===== src/rtl/alu_seq_ctrl.sv =====
`default_nettype none
// ============================================================================
// Module   : alu_seq_ctrl
// Purpose  : Control sequencer for the ALU datapath. Issues the c0..c7
//            strobes for add, sub and radix-2 Booth signed multiply over
//            WIDTH-bit operands. The A/Q/Q[-1]/M datapath lives outside this
//            block and returns its Booth bit pair {Q[0], Q[-1]}.
// Ports    : clk, rst (sync, active high), en (freeze when low),
//            start/op (command, sampled in IDLE), booth_bits (from datapath),
//            c0..c7 (datapath strobes), busy, done (1-cycle pulse),
//            state/cnt (debug view of FSM state and Booth iteration index).
// Revision : 1.0 - initial release
// ============================================================================
module alu_seq_ctrl #(
    parameter int WIDTH = 8,
    parameter int CNT_W = $clog2(WIDTH)
) (
    input  logic             clk,
    input  logic             rst,
    input  logic             en,
    input  logic             start,
    input  logic [1:0]       op,
    input  logic [1:0]       booth_bits,
    output logic             c0,
    output logic             c1,
    output logic             c2,
    output logic             c3,
    output logic             c4,
    output logic             c5,
    output logic             c6,
    output logic             c7,
    output logic             busy,
    output logic             done,
    output logic [2:0]       state,
    output logic [CNT_W-1:0] cnt
);

    localparam logic [2:0] c_IDLE   = 3'd0;
    localparam logic [2:0] c_LOAD_M = 3'd1;
    localparam logic [2:0] c_LOAD_Q = 3'd2;
    localparam logic [2:0] c_EVAL   = 3'd3;
    localparam logic [2:0] c_SHIFT  = 3'd4;
    localparam logic [2:0] c_OUT_HI = 3'd5;
    localparam logic [2:0] c_OUT_LO = 3'd6;

    localparam logic [1:0] c_OP_SUB  = 2'b01;
    localparam logic [1:0] c_OP_MUL  = 2'b10;
    localparam logic [1:0] c_OP_RSVD = 2'b11;

    localparam logic [CNT_W-1:0] c_CNT_LAST = CNT_W'(WIDTH - 1);
    localparam logic [CNT_W-1:0] c_CNT_ONE  = CNT_W'(1);

    logic [2:0]       r_state;
    logic [2:0]       w_state_nxt;
    logic [CNT_W-1:0] r_cnt;
    logic [CNT_W-1:0] w_cnt_nxt;
    logic [1:0]       r_op;
    logic             w_accept;
    logic             w_is_mul;

    // A command is taken only from IDLE; reserved opcode is silently dropped.
    assign w_accept = (r_state == c_IDLE) && start && (op != c_OP_RSVD);
    assign w_is_mul = (r_op == c_OP_MUL);

    always_comb begin
        w_state_nxt = r_state;
        w_cnt_nxt   = r_cnt;
        case (r_state)
            c_IDLE: begin
                if (w_accept) w_state_nxt = c_LOAD_M;
            end
            c_LOAD_M: w_state_nxt = c_LOAD_Q;
            c_LOAD_Q: begin
                if (w_is_mul) begin
                    w_state_nxt = c_EVAL;
                    w_cnt_nxt   = '0;
                end else begin
                    w_state_nxt = c_OUT_LO;
                end
            end
            c_EVAL:   w_state_nxt = c_SHIFT;
            c_SHIFT: begin
                if (r_cnt == c_CNT_LAST) begin
                    w_cnt_nxt   = '0;
                    w_state_nxt = c_OUT_HI;
                end else begin
                    w_cnt_nxt   = r_cnt + c_CNT_ONE;
                    w_state_nxt = c_EVAL;
                end
            end
            c_OUT_HI: w_state_nxt = c_OUT_LO;
            c_OUT_LO: w_state_nxt = c_IDLE;
            default:  w_state_nxt = c_IDLE;  // encoding 7 recovers to IDLE
        endcase
    end

    always_ff @(posedge clk) begin
        if (rst) begin
            r_state <= c_IDLE;
            r_cnt   <= '0;
            r_op    <= 2'b00;
        end else if (en) begin
            r_state <= w_state_nxt;
            r_cnt   <= w_cnt_nxt;
            if (w_accept) r_op <= op;
        end
    end

    // Strobes are a pure decode of the current state (plus the Booth pair in
    // EVAL) and are all held low while the sequencer is frozen.
    always_comb begin
        c0   = 1'b0;
        c1   = 1'b0;
        c2   = 1'b0;
        c3   = 1'b0;
        c4   = 1'b0;
        c5   = 1'b0;
        c6   = 1'b0;
        c7   = 1'b0;
        done = 1'b0;
        if (en) begin
            case (r_state)
                c_LOAD_M: c0 = 1'b1;
                c_LOAD_Q: begin
                    c1 = 1'b1;
                    c2 = w_is_mul;
                end
                c_EVAL: begin
                    // 01 -> A+M, 10 -> A-M, 00/11 -> no add
                    c4 = booth_bits[0] ^ booth_bits[1];
                    c3 = booth_bits[1] & ~booth_bits[0];
                end
                c_SHIFT:  c5 = 1'b1;
                c_OUT_HI: c6 = 1'b1;
                c_OUT_LO: begin
                    c7   = 1'b1;
                    done = 1'b1;
                    c3   = (r_op == c_OP_SUB);
                end
                default: ;
            endcase
        end
    end

    assign busy  = (r_state != c_IDLE);
    assign state = r_state;
    assign cnt   = r_cnt;

endmodule
`default_nettype wire


===== config.mk =====
export PLATFORM = sky130hd
export DESIGN_NAME = alu_seq_ctrl
export DESIGN_NICKNAME = d
export VERILOG_FILES = /design/src/rtl/alu_seq_ctrl.sv
export SDC_FILE = /design/constraint.sdc
export NUM_CORES = 1
export LEC_CHECK = 0
export BUFFER_PORTS_ARGS = -buffer_cell sky130_fd_sc_hd__buf_2
export CAP_MARGIN = 20
export CORE_AREA = 10 10 47 49
export DETAILED_ROUTE_END_ITERATION = 8
export DIE_AREA = 0 0 57 59
export GPL_TIMING_DRIVEN = 1
export PLACE_DENSITY = 0.73
export SLEW_MARGIN = 20
export SYNTH_ARGS = -nofsm -noshare
export SYNTH_HDL_FRONTEND = slang
export SYNTH_SLANG_ARGS = --single-unit
export TNS_END_PERCENT = 10

===== constraint.sdc =====
create_clock -name clk -period 1.7 [get_ports clk]
set_input_delay 0.255 -clock clk [delete_from_list [all_inputs] [get_ports clk]]
set_output_delay 0.255 -clock clk [all_outputs]
set_load 0.05 [all_outputs]

==> summary.md <==
| Metric | Value |
|---|---|
| Status | `complete, no violations` |
| Synth Area in Adders | `0.0654` |
| CP max stage delay | `0.39 ns` |
| Routed WL per cell | `14.7 µm` |
| First-pass GRT wire length | `2.64 mm` |
| Final Hold Viols | `0` |
| Post-synth net total | `83` |
| CTS tree | `built` |
| Die Y | `59 µm` |
| Largest net degree at the start of global routing | `17` |
| Fillcell total | `157` |
| Gr ovfl total | `0` |
| Placeable Area | `1400 µm²` |
| Syn Inst Count | `72` |
| HP Class | `in2reg` |
| # diodes | `0` |
| DR vias/cell | `5.48` |
| Initial DRC Count | `12` |
| Fin cells | `111` |
| Post-synthesis sequential area ratio | `0.279` |
| Placer Congestion | `0.786` |
| Placed cells | `107` |
| CP max-delay cell | `dfxtp_4` |
| Cell Area, Placed | `738 µm²` |
| DR pass1 iterations | `2` |
| Mux cell area share after synthesis | `0.0174` |
| Critical path arrival | `1.41 ns` |
| CP required | `1.44 ns` |
| Clock-pin slew on the worst setup and hold paths | `0.06 ns` |
| Post-Synth Simple-Gate Area | `0.331` |
| Fmax | `601 MHz` |
| Number of buffers added on ports | `23` |
| Synth Warn # | `0` |
| WHS Path Cells | `2` |
| Share of cells above drive strength 1 | `0.432` |
| Xor and xnor area share after synthesis | `0` |
| Setup Fix Bufs, Post-CTS | `0` |
| Root Driver | `clkbuf_4` |
| Footprint of the multi-input gates | `427 µm²` |
| Register area | `171 µm²` |
| Compound-Gate Fraction of Synth Area | `0.237` |
| Clk_skew | `0.000569 ns` |
| Max_slew headroom | `0.791` |
| Worst-case clock buffer depth | `2` |
| Delay-heaviest family, CP | `simple AND/OR/NAND/NOR gates` |
| Worst setup EP type | `output pin` |
| Vias in the first global route | `611` |
| Initial Utilization | `0.410` |
| Die Wd | `57 µm` |
| Reg-to-reg slack, setup | `0.32 ns` |
| Synth cell types | `32` |
| Buffers plus inverters on the worst setup path | `1` |
| R2R depth | `4` |
| DPL Wire Length | `1.27 mm` |
| Type of origin of the critical path | `flop` |
| Syn_area_per_cell | `7.98 µm²` |
| DRC Markers | `0` |
| Post-synthesis register bit count | `8` |
| Row cnt | `14` |
| Power per Cell Area | `842 nW/µm²` |
| Total Die Area | `3360 µm²` |
| Crit-path cells | `nor4bb_2 > a31o_1 > and3_1 > buf_4` |
| Fin nets | `107` |
| Mapped cell area | `574 µm²` |
| Crit Path Category | `reg2out` |
| CP max FO | `10` |
| Hold path startpoint | `rst` |
| Skew-Pair Late Insertion Delay | `0.25 ns` |
| Setup TNS | `0 ns` |
| Initial antenna violation count | `0` |
| Hold slack | `0.282 ns` |
| Worst R2R End | `state[1]$_SDFFE_PP0P_` |
| Final setup fails | `0` |
| RSZ-0062 raised after global routing | `no` |
| Peak VDD IR | `0.619 mV` |
| CTS Buf Count | `3` |
| Reg-to-Reg Start | `state[0]$_SDFFE_PP0P_` |
| Synth-to-layout area growth | `36.8%` |
| Tmin final | `1.66 ns` |
| Main combinational cell family by area after synthesis | `simple AND/OR/NAND/NOR gates` |
| Worst-Margin Slew | `0.314 ns` |
| Hold EP | `state[2]$_SDFFE_PP0P_` |
| IO Pins | `24` |
| Fin crit share | `0.979` |
| Final Instance Area | `786 µm²` |
| CTS H-tree depth | `1` |
| Clock Sinks | `8` |
| Max cap viols | `0` |
| Global-route usage over all layers | `0.0930` |
| Final Max Slew Viols | `0` |
| Total Routed Length | `1.63 mm` |
| Post-DRT Antenna Nets | `0` |
| Leak | `0.356 nW` |
| Vias | `608` |
worst register-to-register path, delay by kind of cell, from the launching register on:
kind                   cells  cell delay (ns)
and+or+nand+nor            1             0.32
buffers and inverters      1             0.09
AOI/OAI and AO/OA          2             0.45
DFF                        1             0.40
layer usage:
metal,vias up,global-route usage,routed length [µm]
met5,-,0,0
met4,0,0,0
met3,0,0.0408,69
met2,10,0.177,839
met1,281,0.0976,720
li1,317,-,-
through the flow:
| step | worst slack (ns) | util | power [mW] |
|---|---|---|---|
| global placement | 0.241 | 0.527 | 0.505 |
| CTS | 0.00218 | 0.554 | 0.668 |
| floorplan | 0.0170 | - | 0.450 |
| detailed placement | 0.210 | 0.527 | 0.507 |
| finish | 0.0352 | 0.561 | 0.662 |
| global route | 0.000452 | 0.561 | 0.701 |
layout make-up:
class | count | area share
clock buffer | 4 | 0.0334
inverter | 5 | 0.0239
multi-input combinational | 55 | 0.543
sequential | 8 | 0.218
tap | 16 | 0.0255
timing repair buffer | 23 | 0.156
power by group:
part / leakage [nW] / switching, mW / internal, mW / total, mW
Clock: 0.0150 / 0.0644 / 0.0898 / 0.154
Sequential: 0.0671 / 0.0449 / 0.205 / 0.250
Combinational: 0.274 / 0.180 / 0.0780 / 0.258
Total: 0.356 / 0.289 / 0.373 / 0.662
worst max-delay path by stage:
stage / to / cells past startpoint / start / slack [ns]
final: c3 / 4 / state[2]$_SDFFE_PP0P_ / 0.04
after global routing: c3 / 4 / state[2]$_SDFFE_PP0P_ / 0.0005
after CTS: c3 / 4 / state[2]$_SDFFE_PP0P_ / 0.002
after detailed placement: c3 / 4 / state[2]$_SDFFE_PP0P_ / 0.21
after global placement: c3 / 4 / state[0]$_SDFFE_PP0P_ / 0.24
after floorplan: done / 4 / state[0]$_SDFFE_PP0P_ / 0.02
sequential cells by signal, summed over array words and instances (netlist names):
| signal | count |
|---|---|
| state | 3 |
| r_op | 2 |
| cnt | 3 |
kinds of logic (layout without fill, tap and decap cells):
| group | count (synthesis) | in the layout |
|---|---|---|
| compound gates | 18 | 18 |
| fa+ha+maj | 3 | 3 |
| buf+inv | 9 | 32 |
| flops | 8 | 8 |
| mux | 1 | 1 |
| simple gates | 33 | 33 |
placed cells by master (no fill, tap or decap), types with 2 or more instances in the layout:
cell type	n
nand4_1	3
a31o_1	2
inv_1	4
nor2b_1	2
and3_1	2
nor3_4	3
o31ai_1	2
buf_4	2
dfxtp_1	5
nand2_1	5
ha_1	3
nor2_1	2
a32o_1	2
dfxtp_4	3
clkbuf_4	4
a21oi_1	3
nor2_2	3
and2_1	2
buf_2	20
nand2b_1	4
o21ai_0	2
Yosys cell counts:
library cell / n / area, µm²
a211o_1: 1 / 8.76
o21bai_1: 1 / 7.51
a32o_1: 2 / 20.0
o31ai_1: 2 / 15.0
ha_1: 3 / 37.5
nand2_1: 6 / 22.5
o22ai_1: 1 / 6.26
o21ba_2: 1 / 10.0
nand4_1: 3 / 18.8
nand4bb_1: 1 / 11.3
mux2i_1: 1 / 10.0
nand2b_1: 4 / 25.0
nor2_1: 6 / 22.5
a31o_1: 2 / 17.5
inv_2: 1 / 3.75
and3_1: 2 / 12.5
dfxtp_1: 8 / 160
nor3_2: 2 / 20.0
buf_2: 2 / 10.0
inv_1: 4 / 15.0
a21oi_1: 3 / 15.0
clkbuf_1: 1 / 3.75
nor4bb_1: 1 / 10.0
nor3_1: 3 / 15.0
a311oi_1: 1 / 8.76
buf_4: 1 / 7.51
o2111ai_1: 1 / 8.76
nand3b_1: 1 / 7.51
nor2b_1: 2 / 12.5
and2_1: 2 / 12.5
o21ai_0: 2 / 10.0
a221oi_1: 1 / 8.76
what timing repair did:
item                                   CTS  global route
resized for setup                        3             4
endpoints found under the hold margin    0             0
setup endpoints to repair                2             3
hold buffers                             0             0
pin swaps                                1             0
(Power assumes the default switching activity.)
